==> src/rtl/stream_frame_packer_if.sv <==
// ----------------------------------------------------------------------------
// stream_frame_packer_if
// AXI4-Stream style beat bundle shared by the input and output sides of
// stream_frame_packer.
//   tdata  : beat payload, DATA_WIDTH bits
//   tkeep  : byte enables (driven on the master side only)
//   tlast  : end of frame
//   tvalid : beat valid, driven by the master
//   tready : beat accept, driven by the slave
// Modports:
//   master : the side that drives the beats (the packer's output)
//   slave  : the side that receives the beats (the packer's input, tkeep unused)
// ----------------------------------------------------------------------------
interface stream_frame_packer_if #(
    parameter int unsigned DATA_WIDTH = 128
) ();
    logic [DATA_WIDTH-1:0]   tdata;
    logic [DATA_WIDTH/8-1:0] tkeep;
    logic                    tlast;
    logic                    tvalid;
    logic                    tready;

    modport master (
        output tdata,
        output tkeep,
        output tlast,
        output tvalid,
        input  tready
    );

    modport slave (
        input  tdata,
        input  tlast,
        input  tvalid,
        output tready
    );
endinterface

==> src/rtl/stream_frame_packer.sv <==
// ----------------------------------------------------------------------------
// stream_frame_packer
// Store-and-forward framer: buffers one input frame (up to MAX_BEATS beats),
// then emits a header beat followed by the buffered payload beats.
// Header layout: [15:0] seq (zero-extended), [31:16] beat count, [32] trunc,
// [47:33] zero, [63:48] MAGIC, upper bits zero.
// An input frame longer than MAX_BEATS is cut; the cut piece has trunc=1 and
// the remaining beats start the next output frame.
//
// Ports:
//   clk         : clock
//   resetn      : synchronous active-low reset
//   s           : input stream (slave modport), s.tready registered
//   m           : output stream (master modport), all outputs registered
//   frame_count : number of output frames completed, wraps at 2^32
//
// Build option:
//   STREAM_FRAME_PACKER_CHECKSUM_EN : when defined, a trailer beat holding the
//   XOR of all payload beats follows the payload and carries m.tlast instead.
// ----------------------------------------------------------------------------
module stream_frame_packer #(
    parameter int unsigned DATA_WIDTH = 128,
    parameter int unsigned MAX_BEATS  = 16,
    parameter int unsigned SEQ_WIDTH  = 16,
    parameter logic [15:0] MAGIC      = 16'hE7A5
) (
    input  logic                         clk,
    input  logic                         resetn,
    stream_frame_packer_if.slave         s,
    stream_frame_packer_if.master        m,
    output logic [31:0]                  frame_count
);
    localparam int unsigned AW = (MAX_BEATS > 1) ? $clog2(MAX_BEATS) : 1;
    // One extra bit so the count can hold MAX_BEATS itself.
    localparam int unsigned CW = AW + 1;
    localparam logic [CW-1:0] MaxCnt = CW'(MAX_BEATS);

`ifdef STREAM_FRAME_PACKER_CHECKSUM_EN
    typedef enum logic [1:0] {StFill, StHdr, StPay, StTrl} state_e;
`else
    typedef enum logic [1:0] {StFill, StHdr, StPay} state_e;
`endif

    state_e                r_state;
    logic [CW-1:0]         r_beat_cnt;
    logic [AW-1:0]         r_rd_ptr;
    logic [SEQ_WIDTH-1:0]  r_seq;
    logic [31:0]           r_frame_count;
    logic                  r_trunc;
    logic                  r_s_tready;
    logic                  r_m_tvalid;
    logic                  r_m_tlast;
    logic [DATA_WIDTH-1:0] r_m_tdata;
    logic [DATA_WIDTH-1:0] r_buf [MAX_BEATS];
`ifdef STREAM_FRAME_PACKER_CHECKSUM_EN
    logic [DATA_WIDTH-1:0] r_xor;
`endif

    logic                  w_accept;
    logic [CW-1:0]         w_cnt_inc;
    logic                  w_fill_done;
    logic [CW-1:0]         w_last_idx;
    logic                  w_rd_last;
    logic [AW-1:0]         w_rd_next;
    logic                  w_next_is_last;
    logic [DATA_WIDTH-1:0] w_hdr;

    // r_s_tready is only ever high in StFill, so an accept implies StFill.
    assign w_accept       = s.tvalid && r_s_tready;
    assign w_cnt_inc      = r_beat_cnt + CW'(1);
    assign w_fill_done    = w_accept && (s.tlast || (w_cnt_inc == MaxCnt));
    assign w_last_idx     = r_beat_cnt - CW'(1);
    assign w_rd_last      = ({1'b0, r_rd_ptr} == w_last_idx);
    assign w_rd_next      = r_rd_ptr + AW'(1);
    assign w_next_is_last = ({1'b0, w_rd_next} == w_last_idx);

    // Header is built from the count including the beat being accepted; a cut
    // without s.tlast is the only way to leave StFill with trunc set.
    always_comb begin
        w_hdr          = '0;
        w_hdr[15:0]    = 16'(r_seq);
        w_hdr[31:16]   = 16'(w_cnt_inc);
        w_hdr[32]      = !s.tlast;
        w_hdr[63:48]   = MAGIC;
    end

    // Payload buffer, no reset needed: entries are always written before read.
    always_ff @(posedge clk) begin
        if (w_accept) begin
            r_buf[r_beat_cnt[AW-1:0]] <= s.tdata;
        end
    end

    always_ff @(posedge clk) begin
        if (!resetn) begin
            r_state       <= StFill;
            r_beat_cnt    <= '0;
            r_rd_ptr      <= '0;
            r_seq         <= '0;
            r_frame_count <= '0;
            r_trunc       <= 1'b0;
            r_s_tready    <= 1'b0;
            r_m_tvalid    <= 1'b0;
            r_m_tlast     <= 1'b0;
            r_m_tdata     <= '0;
`ifdef STREAM_FRAME_PACKER_CHECKSUM_EN
            r_xor         <= '0;
`endif
        end else begin
            unique case (r_state)
                StFill: begin
                    r_s_tready <= !w_fill_done;
                    if (w_accept) begin
                        r_beat_cnt <= w_cnt_inc;
`ifdef STREAM_FRAME_PACKER_CHECKSUM_EN
                        r_xor      <= r_xor ^ s.tdata;
`endif
                    end
                    if (w_fill_done) begin
                        r_state    <= StHdr;
                        r_trunc    <= !s.tlast;
                        r_m_tvalid <= 1'b1;
                        r_m_tdata  <= w_hdr;
                        r_m_tlast  <= 1'b0;
                    end
                end
                StHdr: begin
                    if (m.tready) begin
                        r_state   <= StPay;
                        r_rd_ptr  <= '0;
                        r_m_tdata <= r_buf[0];
`ifdef STREAM_FRAME_PACKER_CHECKSUM_EN
                        r_m_tlast <= 1'b0;
`else
                        r_m_tlast <= (r_beat_cnt == CW'(1));
`endif
                    end
                end
                StPay: begin
                    if (m.tready) begin
                        if (w_rd_last) begin
`ifdef STREAM_FRAME_PACKER_CHECKSUM_EN
                            r_state   <= StTrl;
                            r_m_tdata <= r_xor;
                            r_m_tlast <= 1'b1;
`else
                            r_state       <= StFill;
                            r_seq         <= r_seq + SEQ_WIDTH'(1);
                            r_frame_count <= r_frame_count + 32'd1;
                            r_beat_cnt    <= '0;
                            r_trunc       <= 1'b0;
                            r_s_tready    <= 1'b1;
                            r_m_tvalid    <= 1'b0;
                            r_m_tlast     <= 1'b0;
                            r_m_tdata     <= '0;
`endif
                        end else begin
                            r_rd_ptr  <= w_rd_next;
                            r_m_tdata <= r_buf[w_rd_next];
`ifdef STREAM_FRAME_PACKER_CHECKSUM_EN
                            r_m_tlast <= 1'b0;
`else
                            r_m_tlast <= w_next_is_last;
`endif
                        end
                    end
                end
`ifdef STREAM_FRAME_PACKER_CHECKSUM_EN
                StTrl: begin
                    if (m.tready) begin
                        r_state       <= StFill;
                        r_seq         <= r_seq + SEQ_WIDTH'(1);
                        r_frame_count <= r_frame_count + 32'd1;
                        r_beat_cnt    <= '0;
                        r_trunc       <= 1'b0;
                        r_s_tready    <= 1'b1;
                        r_m_tvalid    <= 1'b0;
                        r_m_tlast     <= 1'b0;
                        r_m_tdata     <= '0;
                        r_xor         <= '0;
                    end
                end
`endif
                default: begin
                    r_state <= StFill;
                end
            endcase
        end
    end

    assign s.tready    = r_s_tready;
    assign m.tvalid    = r_m_tvalid;
    assign m.tlast     = r_m_tlast;
    assign m.tdata     = r_m_tdata;
    assign m.tkeep     = {(DATA_WIDTH/8){r_m_tvalid}};
    assign frame_count = r_frame_count;

    // Trunc flag is carried in the header; the register mirrors the current frame.
    logic w_unused;
    assign w_unused = r_trunc;
endmodule

==> src/flat_wrapper.sv <==
// flat-port wrapper written by rule: the top's interface ports become plain ports
module stream_frame_packer_flat 
#(
    parameter int unsigned DATA_WIDTH = 128,
    parameter int unsigned MAX_BEATS  = 16,
    parameter int unsigned SEQ_WIDTH  = 16,
    parameter logic [15:0] MAGIC      = 16'hE7A5
)
  (clk, resetn, frame_count, s_tdata, s_tlast, s_tvalid, s_tready, m_tdata, m_tkeep, m_tlast, m_tvalid, m_tready);
  stream_frame_packer_if #(.DATA_WIDTH(DATA_WIDTH)) s_i ();
  stream_frame_packer_if #(.DATA_WIDTH(DATA_WIDTH)) m_i ();
  input  logic clk;
  input  logic resetn;
  output logic [31:0] frame_count;
  input wire logic [$bits(s_i.tdata)-1:0] s_tdata;
  input wire logic [$bits(s_i.tlast)-1:0] s_tlast;
  input wire logic [$bits(s_i.tvalid)-1:0] s_tvalid;
  output wire logic [$bits(s_i.tready)-1:0] s_tready;
  output wire logic [$bits(m_i.tdata)-1:0] m_tdata;
  output wire logic [$bits(m_i.tkeep)-1:0] m_tkeep;
  output wire logic [$bits(m_i.tlast)-1:0] m_tlast;
  output wire logic [$bits(m_i.tvalid)-1:0] m_tvalid;
  input wire logic [$bits(m_i.tready)-1:0] m_tready;
  assign s_i.tdata = s_tdata;
  assign s_i.tlast = s_tlast;
  assign s_i.tvalid = s_tvalid;
  assign s_tready = s_i.tready;
  assign m_tdata = m_i.tdata;
  assign m_tkeep = m_i.tkeep;
  assign m_tlast = m_i.tlast;
  assign m_tvalid = m_i.tvalid;
  assign m_i.tready = m_tready;
  stream_frame_packer #(.DATA_WIDTH(DATA_WIDTH), .MAX_BEATS(MAX_BEATS), .SEQ_WIDTH(SEQ_WIDTH), .MAGIC(MAGIC)) u_core (.clk(clk), .resetn(resetn), .s(s_i), .m(m_i), .frame_count(frame_count));
endmodule
==> config.mk <==
export PLATFORM = sky130hd
export DESIGN_NAME = stream_frame_packer_flat
export DESIGN_NICKNAME = d
export VERILOG_FILES = /design/src/rtl/stream_frame_packer_if.sv /design/src/rtl/stream_frame_packer.sv /design/src/flat_wrapper.sv
export SDC_FILE = /design/constraint.sdc
export NUM_CORES = 2
export LEC_CHECK = 0
export BUFFER_PORTS_ARGS = -buffer_cell sky130_fd_sc_hd__clkbuf_2
export CAP_MARGIN = 10
export CORE_UTILIZATION = 50
export DETAILED_ROUTE_END_ITERATION = 12
export PLACE_DENSITY = 0.64
export SLEW_MARGIN = 20
export SYNTH_ARGS = -nofsm -noshare
export SYNTH_HDL_FRONTEND = slang
export SYNTH_SLANG_ARGS = --single-unit
export TNS_END_PERCENT = 10
==> constraint.sdc <==
create_clock -name clk -period 12.2 [get_ports clk]
set_clock_uncertainty 0.2 [all_clocks]
set_input_delay 3.66 -clock clk [delete_from_list [all_inputs] [get_ports clk]]
set_output_delay 3.66 -clock clk [all_outputs]
set_load 0.02 [all_outputs]
# Word level (Yosys, flattened, before mapping)

Memory sizes are Yosys's and may differ from the RTL's.
Cells that the tools add are included.

Memory bits (writable): 2,048
Memories: 1
Flip-flop bits (word level): 190
Output and inout port bits: 179
Logic and storage cells: 75

Memory list:

| memory       | depth | bits a word | rd ports | clocked after memory_dff | wr ports | line                      | RTL |
|---|---|---|---|---|---|---|---|
| u_core.r_buf | 16    | 128         | 2        | 0                        | 1        | stream_frame_packer.sv:54 | `logic [DATA_WIDTH-1:0] r_buf [MAX_BEATS];` |

Equal/unequal tests: 12
Muxes and demuxes: 32
$add $sub $neg: 5
Reductions and logical operators: 16

Operator list:

| operator                | count |
|---|---|
| $mux W128               | 4 |
| $pmux W128 S3           | 1 |
| $add A32 B1 Y32 const B | 1 |
| $reduce_and A4 Y1       | 5 |
| $add A16 B1 Y16 const B | 1 |
| $mux W5                 | 3 |
| $mux W4                 | 3 |
| $mux W1                 | 11 |
| $eq A4 B5 Y1            | 2 |
| $pmux W5 S2             | 1 |
| $mux W2                 | 4 |
| $pmux W4 S2             | 1 |
| $ne A2 B1 Y1 const B    | 3 |
| $ne A2 B2 Y1 const B    | 3 |
| $pmux W2 S3             | 1 |
| $reduce_and A3 Y1       | 2 |
| $add A5 B1 Y5 const B   | 1 |
| $eq A5 B1 Y1 const B    | 1 |
| $eq A5 B5 Y1 const B    | 1 |
| $sub A5 B1 Y5 const B   | 1 |
| $add A4 B1 Y4 const B   | 1 |
| $pmux W1 S2             | 2 |
| $reduce_bool A2 Y1      | 2 |
| $pmux W1 S3             | 1 |
| other kinds (7)         | 9 |

# Depth between registers and ports, before layout

Depth after elaboration: 6
Gate-level depth with buffers: 11
Gate-level depth less buffers: 8

# Least setup slack after synthesis

Ideal clock, no wire load.

Path type: input port to flip-flop
Start point: in s_tvalid
End point: mem u_core.r_buf[15][0] (enable)
Arrival time: 9.139 ns
Data required time: 11.383 ns
Setup slack: 2.244 ns
Library setup time: 0.617 ns
Stages on the path: 2
Cells stage by stage: nand2_1 -> nor2_1

Longest elaborated chain between the ends: 3

RTL lines:

| element                       | line                      | RTL |
|---|---|---|
| from (decl)                   | flat_wrapper.sv:17        | `input wire logic [$bits(s_i.tvalid)-1:0] s_tvalid;` |
| $logic_and A1 B1 Y1           | stream_frame_packer.sv:69 | `assign w_accept = s.tvalid && r_s_tready;` |
| $mux W1                       | stream_frame_packer.sv:89 | `if (w_accept) begin` |
| $mux W1 (implied by the code) | stream_frame_packer.sv:90 | `r_buf[r_beat_cnt[AW-1:0]] <= s.tdata;` |
| to (decl)                     | stream_frame_packer.sv:54 |  |

No other way between the ends.

# Worst setup path after layout

Start point: in s_tvalid
End point: mem u_core.r_buf[11][49] (enable)

Same word-level chain as after synthesis.

==> results.txt <==
The run finished with clean final reports. For the number of global-route vias before repair, the log shows 45,000. By startpoint and endpoint, the worst setup path is classified as in -> reg.

When the netlist entered floorplanning its net count stood at 4,755. For the static leakage power, the log shows 0.0309 uW. Leaving out filler cells and counting taps, the final layout contains 7,430.

The number of gates resized after CTS was 0. The share of the clock period used by the worst path after layout is 50.1%, and the data arrival at the endpoint of the critical path is 6.38 ns. After synthesis the netlist holds a flip-flop and latch count of 2,238. The worst path needs 6.12 ns of the cycle, external delays included. The proportion of synthesized chip area in sequential cells came out at 75.7%. The netlist uses 53 different library cells. The post-synthesis area per instance works out to 18.7 um^2. The register area is 65,300 um^2, and the fraction of layout instances using a drive strength above 1 is 24.6%. The endpoint required time on the critical path was 12.46 ns.

Share of Yosys cell area claimed by the top area cell type: 71.3%. The first detailed-routing pass took 5 iterations. The most frequently used flop master after synthesis was sky130_fd_sc_hd__edfxtp_1.

For this design, the sink count on the clock tree is 2,238. Setup repair after global routing left no endpoint under its margin. Once the floorplan was initialized, standard cells occupied 50.3% of the core. The number of buffers inserted during clock tree synthesis is 219, and the power consumption is 16,900 uW.

The power density over the cells was 173 nW/um^2. In the post-synthesis netlist, the biggest area contributors are sky130_fd_sc_hd__edfxtp_1 71%, sky130_fd_sc_hd__mux4_2 13%, sky130_fd_sc_hd__dfxtp_1 4.4%. The tools report the detailed-route DRC error count as 0. The later pin in the worst-skew pair is clocked with a latency of 0.86 ns.

The net count of the finished layout is 5,057. Total number of vias: 44,900. In this run the vertical extent of the chip is 417 um. The clock slew at the register clock pins of the worst setup and hold paths came out at 0.06 ns. For the initial antenna violation count, the log shows 23. The tightest min-delay check is of the reg -> reg type.

Once placement finished, the instance area stood at 90,100 um^2. The deepest clock path buffer count was 3; the post-detailed-route via-to-cell ratio was 6.05. Setup violations remaining at the end of the flow were counted as 0.

The tool flagged a number of max-cap violations equal to 0. The relative slew slack is 27.7%. Cell type contributing the most total cell area after synthesis: sky130_fd_sc_hd__edfxtp_1. Along the worst path, the maximum fanout reaches 53. Across the VDD grid, the largest voltage drop is 147 uV. The post-route setup TNS came out at 0 ns. Hold timing on the final database bottoms out at a slack of 0.255 ns. Yosys mapped a number of flops with a built-in enable equal to 2,048.

The final number of hold-violating endpoints was 0. The post-cts hold buffer count was 0; the final weighted congestion in routability-driven placement was 0.766. Share of synthesized flip-flops with an asynchronous set or reset: 0%. The number of cell rows is 152, and the global-route congestion overflow total is 0. The post-CTS setup buffer count came out at 0. The detailed-route wire length per cell is 28.4 um. TritonCTS built the clock tree. The run gives 171,000 um^2 as the area of the core region. The first global-routing pass estimated 309,000 um of wire. In the layout the commonest cells are 2,048 x sky130_fd_sc_hd__edfxtp_1, 705 x sky130_fd_sc_hd__nand2_1, 512 x sky130_fd_sc_hd__mux4_2. For the pin with the worst max-slew slack, the measured transition is 1.08 ns.

The startpoint type of the worst setup path was an input pin. After routing the design area is 97,500 um^2. Leaving out fill and tap cells, the most frequent cell in the layout is sky130_fd_sc_hd__edfxtp_1.

The post-synthesis to final-layout area growth is 13.2%, and the die area is 174,000 um^2. The maximum level of the CTS H-tree came out at 4. The filler cell count in the final layout was 12,800; the number of warnings issued by yosys was 0. The detail route stage leaves a number of antenna-violating nets equal to 0. Buffers placed on the I/O ports in this run total 311. Entering global routing, the biggest net connects 152 pins. The number of top-level pins is 312, and the count of placed standard cells including taps is 7,000. The cell at the root of the clock tree is sky130_fd_sc_hd__clkbuf_16. In the synthesized netlist, the number of instances is 4,610. Summing every instance area after synthesis gives 86,200 um^2.

The HPWL reported at the end of detailed placement was 113,000 um; the DRC marker count from the first detailed-route iteration was 4,589. The final layout contains routed wiring with a total length of 211,000 um. The global router's overall resource usage was 24.4%. The top achievable clock speed was 0.163 GHz; the reg-to-reg setup timing slack was 6.49 ns. The footprint of the multi-input gates is 19,700 um^2. Measured along the x axis, the die boundary spans 417 um.

STA classifies the critical path endpoint as a flop. The number of pins exceeding their max-slew limit in the final report is 0.
registers in the layout (all words and copies together) (netlist names):
register	count
u_core.r_state	2
u_core.m.tlast	1
u_core.r_beat_cnt	5
u_core.s.tready	1
u_core.r_buf	2048
u_core.r_rd_ptr	4
u_core.m.tdata	128
u_core.frame_count	32
u_core.r_seq	16
u_core.m.tvalid	1
area by class of cell:
type / instances / share of cell area [%]
Clock inverter: 110 / 1.23
Tap cell: 2310 / 2.96
Antenna cell: 11 / 0.0282
Inverter: 13 / 0.0500
Clock buffer: 308 / 6.31
Multi-Input combinational cell: 2058 / 20.2
Timing Repair Buffer: 382 / 2.28
Sequential cell: 2238 / 66.9
final timing paths:
path | startpoint | endpoint | depth (start not counted)
worst max-delay path | s_tvalid | u_core.r_buf[11][49]$_DFFE_PP_ | 5
worst min-delay path | u_core.m.tdata[0]$_SDFFE_PN0P_ | u_core.m.tdata[0]$_SDFFE_PN0P_ | 2
worst max register to register | u_core.r_rd_ptr[0]$_SDFFE_PN0P_ | u_core.m.tdata[45]$_SDFFE_PN0P_ | 9
worst min register to register | u_core.m.tdata[0]$_SDFFE_PN0P_ | u_core.m.tdata[0]$_SDFFE_PN0P_ | 2
routing by layer:
metal,GRT usage [%],wire length [um],up-vias
met1,34.6,88000,23800
li1,-,-,19100
met2,38.8,102000,1769
met5,0,87,-
met4,6.93,5060,14
met3,4.64,15600,293
stage by stage:
stage	utilization [%]	setup WS [ns]
3_5_place_dp	52.6	5.30
6_report	56.9	6.08
5_1_grt	56.9	6.01
2_1_floorplan	-	2.24
3_3_place_gp	52.6	5.27
4_1_cts	56.9	6.20
where the power goes:
| part | internal, uW | switching [uW] | total (uW) |
|---|---|---|---|
| Sequential | 8510 | 78.4 | 8590 |
| Combinational | 468 | 985 | 1450 |
| Clock | 3980 | 2870 | 6850 |
| Total | 13000 | 3930 | 16900 |
cell usage after synthesis (all sizes together), types with 2 or more instances:
cell / count
o21ba: 2
nand2: 705
nor3: 10
or2: 2
inv: 13
o31ai: 23
nor4: 21
a32oi: 106
o21ai: 117
buf: 163
nor3b: 2
or3: 3
nor2b: 19
nand4: 16
and2: 57
nand3: 275
dfxtp: 190
mux2i: 4
and3: 13
a21oi: 15
mux4: 512
nor4b: 3
a21boi: 11
a22oi: 2
xor2: 29
ha: 12
nor2: 27
a31oi: 24
xnor2: 26
and4: 7
clkbuf: 138
edfxtp: 2048
a211oi: 2
kinds of logic after synthesis:
group                    synth area share [%]
multiplexers                             13.4
buffers and inverters                    1.61
AND/OR/NAND/NOR                          5.98
AO/OA/AOI/OAI                            2.49
flip-flops                               75.7
XOR/XNOR                                0.585
adder cells (fa/ha/maj)                 0.174
worst max-delay path, stage by stage:
cell,delay [ns]
sky130_fd_sc_hd__clkbuf_2,0.13
sky130_fd_sc_hd__nand2_1,0.22
sky130_fd_sc_hd__nor3b_1,0.72
sky130_fd_sc_hd__and2_4,0.68
sky130_fd_sc_hd__buf_4,0.89
Note: power is estimated with default switching activity, not from simulation.
